File: src/rtl/freq_meter_auto.sv
// Self-ranging frequency meter: synchronised rising edges pass through a decade prescaler
// into a saturating BCD counter, which is latched once per gate window with range and overflow.
module freq_meter_auto #(
  parameter int GATE_CYCLES = 100_000_000,
  parameter int DIGITS      = 4,
  parameter int MAX_RANGE   = 3,
  localparam int RW         = (MAX_RANGE < 1) ? 1 : $clog2(MAX_RANGE + 1)
) (
  input  logic                clk,
  input  logic                reset_n,
  input  logic                signal,
  input  logic                auto_en,
  input  logic [RW-1:0]       range_sel,
  output logic [4*DIGITS-1:0] bcd_out,
  output logic [RW-1:0]       range_now,
  output logic                overflow,
  output logic                valid
);

  localparam int BW = 4 * DIGITS;

  function automatic int pow10(input int e);
    int p = 1;
    for (int i = 0; i < e; i++) p = p * 10;
    return p;
  endfunction

  localparam int PTOP = pow10(MAX_RANGE) - 1;
  localparam int PW   = (PTOP < 2) ? 1 : $clog2(PTOP + 1);
  localparam int GW   = $clog2(GATE_CYCLES);
  localparam logic [GW-1:0] GATE_LAST = GW'(GATE_CYCLES - 1);
  localparam logic [RW-1:0] RANGE_MAX = RW'(MAX_RANGE);
  localparam logic [BW-1:0] ALL_NINES = {DIGITS{4'd9}};

  // Terminal prescaler value for range r, i.e. 10^r - 1.
  function automatic logic [PW-1:0] presc_last(input logic [RW-1:0] r);
    logic [PW-1:0] v;
    v = '0;
    for (int i = 0; i <= MAX_RANGE; i++) v = (r == RW'(i)) ? PW'(pow10(i) - 1) : v;
    return v;
  endfunction

  // Decimal increment with per-digit carry.
  function automatic logic [BW-1:0] bcd_inc(input logic [BW-1:0] v);
    logic [BW-1:0] r;
    logic          carry;
    r     = v;
    carry = 1'b1;
    for (int d = 0; d < DIGITS; d++) begin
      if (carry) begin
        if (v[4*d +: 4] == 4'd9) begin
          r[4*d +: 4] = 4'd0;
        end else begin
          r[4*d +: 4] = v[4*d +: 4] + 4'd1;
          carry       = 1'b0;
        end
      end else begin
        r[4*d +: 4] = v[4*d +: 4];
      end
    end
    return r;
  endfunction

  logic          sync1_r, sync2_r, sync3_r, edge_r;
  logic [GW-1:0] gate_r;
  logic [PW-1:0] presc_r;
  logic [BW-1:0] cnt_r;
  logic          ovf_r;
  logic [RW-1:0] range_r;

  logic          window_end_s;
  logic          presc_wrap_s;
  logic          msd_zero_s;
  logic [RW-1:0] range_clamp_s;
  logic [RW-1:0] range_next_s;

  assign window_end_s  = (gate_r == GATE_LAST);
  assign presc_wrap_s  = (presc_r == presc_last(range_r));
  assign msd_zero_s    = (cnt_r[BW-1 -: 4] == 4'd0);
  assign range_clamp_s = (range_sel > RANGE_MAX) ? RANGE_MAX : range_sel;

  // Range for the next window; a step down only when the count still fits one decade lower.
  always_comb begin
    range_next_s = range_r;
    if (!auto_en) begin
      range_next_s = range_clamp_s;
    end else if (ovf_r && (range_r < RANGE_MAX)) begin
      range_next_s = range_r + RW'(1);
    end else if (!ovf_r && msd_zero_s && (range_r != '0)) begin
      range_next_s = range_r - RW'(1);
    end else begin
      range_next_s = range_r;
    end
  end

  // Two-flop synchroniser plus edge register yielding a one-cycle rising-edge pulse.
  always_ff @(posedge clk or negedge reset_n) begin
    if (!reset_n) begin
      sync1_r <= 1'b0;
      sync2_r <= 1'b0;
      sync3_r <= 1'b0;
      edge_r  <= 1'b0;
    end else begin
      sync1_r <= signal;
      sync2_r <= sync1_r;
      sync3_r <= sync2_r;
      edge_r  <= sync2_r & ~sync3_r;
    end
  end

  // Free-running gate timer.
  always_ff @(posedge clk or negedge reset_n) begin
    if (!reset_n) begin
      gate_r <= '0;
    end else if (window_end_s) begin
      gate_r <= '0;
    end else begin
      gate_r <= gate_r + GW'(1);
    end
  end

  // Prescaler, BCD counter and active range; an edge on the window end opens the new window.
  always_ff @(posedge clk or negedge reset_n) begin
    if (!reset_n) begin
      presc_r <= '0;
      cnt_r   <= '0;
      ovf_r   <= 1'b0;
      range_r <= '0;
    end else if (window_end_s) begin
      range_r <= range_next_s;
      ovf_r   <= 1'b0;
      if (edge_r && (range_next_s == '0)) begin
        presc_r <= '0;
        cnt_r   <= BW'(1);
      end else if (edge_r) begin
        presc_r <= PW'(1);
        cnt_r   <= '0;
      end else begin
        presc_r <= '0;
        cnt_r   <= '0;
      end
    end else if (edge_r) begin
      if (presc_wrap_s) begin
        presc_r <= '0;
        if (cnt_r == ALL_NINES) begin
          ovf_r <= 1'b1;
        end else begin
          cnt_r <= bcd_inc(cnt_r);
        end
      end else begin
        presc_r <= presc_r + PW'(1);
      end
    end
  end

  // Result latch and valid strobe.
  always_ff @(posedge clk or negedge reset_n) begin
    if (!reset_n) begin
      bcd_out   <= '0;
      range_now <= '0;
      overflow  <= 1'b0;
      valid     <= 1'b0;
    end else begin
      valid <= window_end_s;
      if (window_end_s) begin
        bcd_out   <= cnt_r;
        range_now <= range_r;
        overflow  <= ovf_r;
      end
    end
  end

endmodule

File: config.mk
export PLATFORM = sky130hd
export DESIGN_NAME = freq_meter_auto
export DESIGN_NICKNAME = d
export VERILOG_FILES = /design/src/rtl/freq_meter_auto.sv
export SDC_FILE = /design/constraint.sdc
export NUM_CORES = 1
export LEC_CHECK = 0
export BUFFER_PORTS_ARGS = -buffer_cell sky130_fd_sc_hd__buf_2
export CORE_UTILIZATION = 43
export CTS_CLUSTER_SIZE = 8
export DETAILED_ROUTE_END_ITERATION = 8
export GPL_ROUTABILITY_DRIVEN = 0
export HOLD_SLACK_MARGIN = 0.02
export PLACE_DENSITY = 0.7
export SYNTH_ARGS = -nofsm -noshare
export SYNTH_HDL_FRONTEND = slang
export SYNTH_SLANG_ARGS = --single-unit
File: constraint.sdc
create_clock -name clk -period 2.4 [get_ports clk]
set_input_delay 0.48 -clock clk [delete_from_list [all_inputs] [get_ports clk]]
set_output_delay 0.48 -clock clk [all_outputs]
set_load 0.02 [all_outputs]
== Word level (Yosys, flattened, before mapping) ==
Index checks and enable logic that the tools add are counted.

* Register bits: 80
* Output and inout bits: 20
* Word-level logic and storage cells: 104

* $add $sub $neg: 8
* Order comparisons: 2
* Eq/ne operators: 11
* Muxes and demuxes: 46
* Bitwise operators: 2
* Reduce and logical (&&, ||, !) cells: 19

{| class="wikitable"
|+ Operator list
! operator !! count
|-
| $mux 16 || 4
|-
| $mux 10 || 5
|-
| $mux 4 || 8
|-
| $add 27x1->27 const B || 1
|-
| $eq 27x27->1 const B || 1
|-
| $mux 27 || 1
|-
| $mux 1 || 23
|-
| $add 4x1->4 const B || 4
|-
| $eq 16x16->1 const B || 1
|-
| $eq 4x4->1 const B || 4
|-
| $reduce_bool 2->1 || 7
|-
| $reduce_and 4->1 || 3
|-
| $add 10x1->10 const B || 1
|-
| $eq 10x10->1 || 1
|-
| $mux 2 || 4
|-
| $mux 7 || 1
|-
| $reduce_and 3->1 || 2
|-
| $eq 2x2->1 const B || 2
|-
| $logic_and 1x1->1 || 4
|-
| $logic_not 4->1 || 1
|-
| $add 2x1->2 const B || 1
|-
| $eq 2x1->1 const B || 1
|-
| $gt 2x2->1 const B || 1
|-
| $logic_not 2->1 || 1
|-
| 6 further kinds || 6
|}

== Logic depth before layout (Yosys ltp) ==
* Depth in word-level cells: 23
* Gate-level depth with buffers: 9
* Depth with buffers taken out: 8

== Least setup slack after synthesis ==
No wires, ideal clock.

* Path kind: register to register
* Start point: reg range_r[0]
* End point: reg presc_r[0]
* Library setup time: 119 ps
* Arrival: 2,281 ps
* Required time: 2,281 ps
* Slack: 0 ps
* Cell stages (with the launch flop): 8
* Path through: dfrtp_1 > ha_1 > or4_1 > o22a_2 > or3_1 > nand2_1 > o22ai_1 > a21bo_1

* Word-level cells in the longest chain between the ends: 9

{| class="wikitable"
|+ Ends and longest elaborated chain
! what !! line !! RTL
|-
| from (decl) || 69 || <nowiki>logic [RW-1:0] range_r;</nowiki>
|-
| from (signal assigned) || 130 || <nowiki>range_r <= range_next_s;</nowiki>
|-
| parallel branches: the longest is 8 deep, another holds $mux 10 || n/a ||
|-
| $mux 10 (*) || 129 || <nowiki>end else if (window_end_s) begin</nowiki>
|-
| to (signal assigned) || 151 || <nowiki>presc_r <= presc_r + PW'(1);</nowiki>
|-
| to (decl) || 66 || <nowiki>logic [PW-1:0] presc_r;</nowiki>
|}

Every way passes the cells marked *. The select of a mux whose other input is x is not followed.
A chain may end at the register's enable or synchronous reset.

== Final worst setup path ==
* Start point: reg range_r[1]
* End point: reg cnt_r[7]

* Word-level cells in the longest chain between the ends: 7

{| class="wikitable"
|+ Ends and longest elaborated chain
! what !! line !! RTL
|-
| $eq 2x1->1 || 39 || <nowiki>for (int i = 0; i <= MAX_RANGE; i++) v = (r == RW'(i)) ? PW'(pow10(i) - 1) : v;</nowiki>
|-
| $mux 4 || 39 ||
|-
| $mux 7 || 39 ||
|-
| $mux 10 (*) || 39 ||
|-
| $eq 10x10->1 (*) || 78 || <nowiki>assign presc_wrap_s = (presc_r == presc_last(range_r));</nowiki>
|-
| $reduce_bool 2->1 (no source line) (*) || n/a ||
|-
| $reduce_and 4->1 (no source line) (*) || n/a ||
|-
| to (signal assigned) || 148 || <nowiki>cnt_r <= bcd_inc(cnt_r);</nowiki>
|-
| to (decl) || 67 || <nowiki>logic [BW-1:0] cnt_r;</nowiki>
|}

Every way passes the cells marked *; elsewhere a longest branch is shown, timed or not.

==> reports/qor.csv <==
stage,metric,value,unit
job,timing.max_cap.violations,0,
grt,groute.usage.overall,17.4,%
critical_path,required,2680,ps
critical_path,worst-path-buf-inv,1,
detailed_routing,route.final.wire_length,7.76,mm
grt,grt_max_degree,40,
run_status,outcome,"finished, final reports clean",
clock_network,tritoncts,done,
detailed_routing,via_per_inst,5.34,
timing,worst_pin_slew,508,ps
clock_network,path_clk_slew,80,ps
critical_path,cpMaxStageDelayCell,or4_4,
synthesis,synth_enable_flop_cells,0,
synthesis,syn_avg_cell_area,10.1,um^2
grt,global_route.overflow_total,0,
critical_path,timing.critical_path.cells,"ha_2, or4_4, o22a_4, nor3_4, nand3_2, buf_4, or3_1, a21oi_2",
detailed_routing,antenna_left,0,
synthesis,synth-seq-cells,80,
timing,rsz_0062_raised_after_global_routing,yes,
floorplanning,fp.dieArea,9520,um^2
layout,drive_gt1_share,18.5,%
timing,timing_max_transition_violations_final,0,
grt,global_route_wire_length_before_repair,13.4,mm
power_and_ir_drop,totalPowerFinal,2710,uW
timing,max_freq,0.421,GHz
placed_design,detailedPlacementHpwl,5.42,mm
critical_path,critPathLaunch,range_r[1],
timing,final.period_utilization,98.9,%
critical_path,cp-end-kind,flip-flop,
grt,via_count_of_the_first_global_routing_pass,2858,
detailed_routing,num_vias,2909,
timing,finalCriticalPeriod,2370,ps
synthesis,syn-instance-count,389,
synthesis,yosys-top-cells-count,"80 x dfrtp_1, 49 x nor2_1, 42 x nand2_1, 22 x xor2_1, 20 x nand3_1",
synthesis,post_synth_main_area_contributors,"dfrtp_1 51%, xor2_1 4.9%, ha_1 4.8%",
layout,nets,453,
timing,timing.final.setup_violations,0,
clock_network,cts-root-buf,clkbuf_8,
critical_path,rr_startpoint,range_r[1],
layout,antennaDiodeCount,0,
floorplanning,row_count,34,
clock_network,clock_sink_count,80,
power_and_ir_drop,ir_drop,0.324,mV
critical_path,critical-path-max-stage-delay,510,ps
floorplanning,die_width,97.6,um
synthesis,synth.net_count,410,
floorplanning,initial_utilization,44.8,%
synthesis,syn_area,3930,um^2
synthesis,asyncSetResetFlopFracSynth,100,%
grt,antenna_found_initial,0,
detailed_routing,drt-wirelength-per-cell,14.2,um
timing,hold_violations,0,
detailed_routing,drtIter0Drc,117,
floorplanning,coreArea,8760,um^2
clock_network,clock_tree.buffer_depth,2,
timing,timing.max_slew.rel_slack,66.1,%
synthesis,count_leader_synth,dfrtp_1,
critical_path,criticalPathCategory,reg2reg,
synthesis,synth_top_area_share,51.0,%
clock_network,number_of_h_tree_levels,3,
placed_design,place.port_buffers,25,
detailed_routing,detail_route.drc_violations,0,
layout,area_growth_syn_to_layout,17.6,%
timing,setup-tns-final,0,ps
clock_network,clock_latency,350,ps
hold_path,holdCritPathClass,in2async,
critical_path,start_kind,flip-flop,
floorplanning,die_h,97.6,um
critical_path,worst-path-max-fanout,5,
clock_network,cts.hold.buffers_added,0,
synthesis,synth_ff_type,dfrtp_1,
critical_path,critPathArrivalTime,2650,ps
floorplanning,boundaryPins,26,
layout,fillerInstances,774,
clock_network,cts-buffers-inserted,9,
power_and_ir_drop,leak_pwr,0.00218,uW
critical_path,crit_family,simple AND/OR/NAND/NOR gates,
synthesis,synth_largest_area_cell,dfrtp_1,
synthesis,seq_area_frac_synth,51.0,%
synthesis,synth_warn,0,
detailed_routing,firstDrtPassIters,4,
synthesis,post_synth_num_cell_types,50,
timing,finalClockSkew,10.6,ps
power_and_ir_drop,areal_power_density_over_the_cells,587,nW/um^2
## sequential cells by signal (all words and copies together), names as in the netlist, 2 cells and up
signal / count
gate_r: 27
bcd_out: 16
range_now: 2
range_r: 2
cnt_r: 16
presc_r: 10
## where the power goes
group / total [uW] / leakage, uW / internal [uW] / switching [uW]
registers: 1440 / 0.00107 / 1380 / 62.1
clock network: 1130 / 0.000113 / 645 / 481
logic: 140 / 0.000996 / 55.8 / 83.7
## stage by stage
step                setup WS, ps  cell area, um^2  utilization, %  hold slack (ps)  cells
global placement            50.7             4280            48.8              336    523
floorplan                 0.0340             3930               -              184    389
finish                      25.4             4620            52.7             97.6    545
global route               -90.3             4620            52.7              130    545
CTS                         9.62             4520            51.6              107    540
detailed placement         -8.44             4280            48.8              338    523
## layer usage
layer | share of wire [%] | track usage, % | wire length [um]
met5 | 0 | 0 | 0
met1 | 47 | 23.1 | 3690
met4 | 1.2 | 6.22 | 95
met2 | 49 | 28.0 | 3780
met3 | 2.6 | 3.74 | 204
## cell families after synthesis
family	share of synthesized area (%)
simple gates	23.3
flops	51.0
compound gates	7.07
xor+xnor	7.81
buf+inv	2.42
fa+ha+maj	4.78
mux	3.66
## path summary, 6_finish.rpt
kind	end	slack (ps)	depth (start not counted)
setup reg to reg	cnt_r[7]	30	8
max in group asynchronous	cnt_r[10]	1740	2
hold / removal	bcd_out[15]	100	1
setup / recovery	cnt_r[7]	30	8
min in group clk	sync1_r	240	1
hold reg to reg	sync2_r	350	0
## layout make-up
cell class,instances,area [um^2],area share [%]
Sequential cell,80,2000,43.4
Tap cell,108,135,2.93
Clock inverter,4,76.3,1.65
Multi-Input combinational cell,287,1890,40.9
Timing Repair Buffer,43,317,6.86
Clock buffer,12,155,3.36
Inverter,11,41.3,0.894
## worst register-to-register path: stages, from the launching register on
cell	delay, ps
dfrtp_1	390
ha_2	190
or4_4	510
o22a_4	240
nor3_4	220
nand3_2	110
buf_4	170
or3_1	350
a21oi_2	130
## timing repair
| item | CTS | global route |
|---|---|---|
| endpoints found under the setup margin | 4 | 14 |
| pin swaps | 3 | 11 |
| resized for setup | 1 | 13 |
| setup buffers | 1 | 5 |
## cells in the final DEF (no fill, tap or decap), types with 13 or more instances in the layout
| cell type | n |
|---|---|
| nand2_1 | 42 |
| dfrtp_1 | 80 |
| buf_4 | 14 |
| ha_1 | 13 |
| nand3_1 | 20 |
| xor2_1 | 21 |
| nor2_1 | 49 |
| buf_2 | 24 |
| xnor2_1 | 13 |
| o21ai_1 | 13 |
Note: power is estimated with default switching activity, not from simulation.
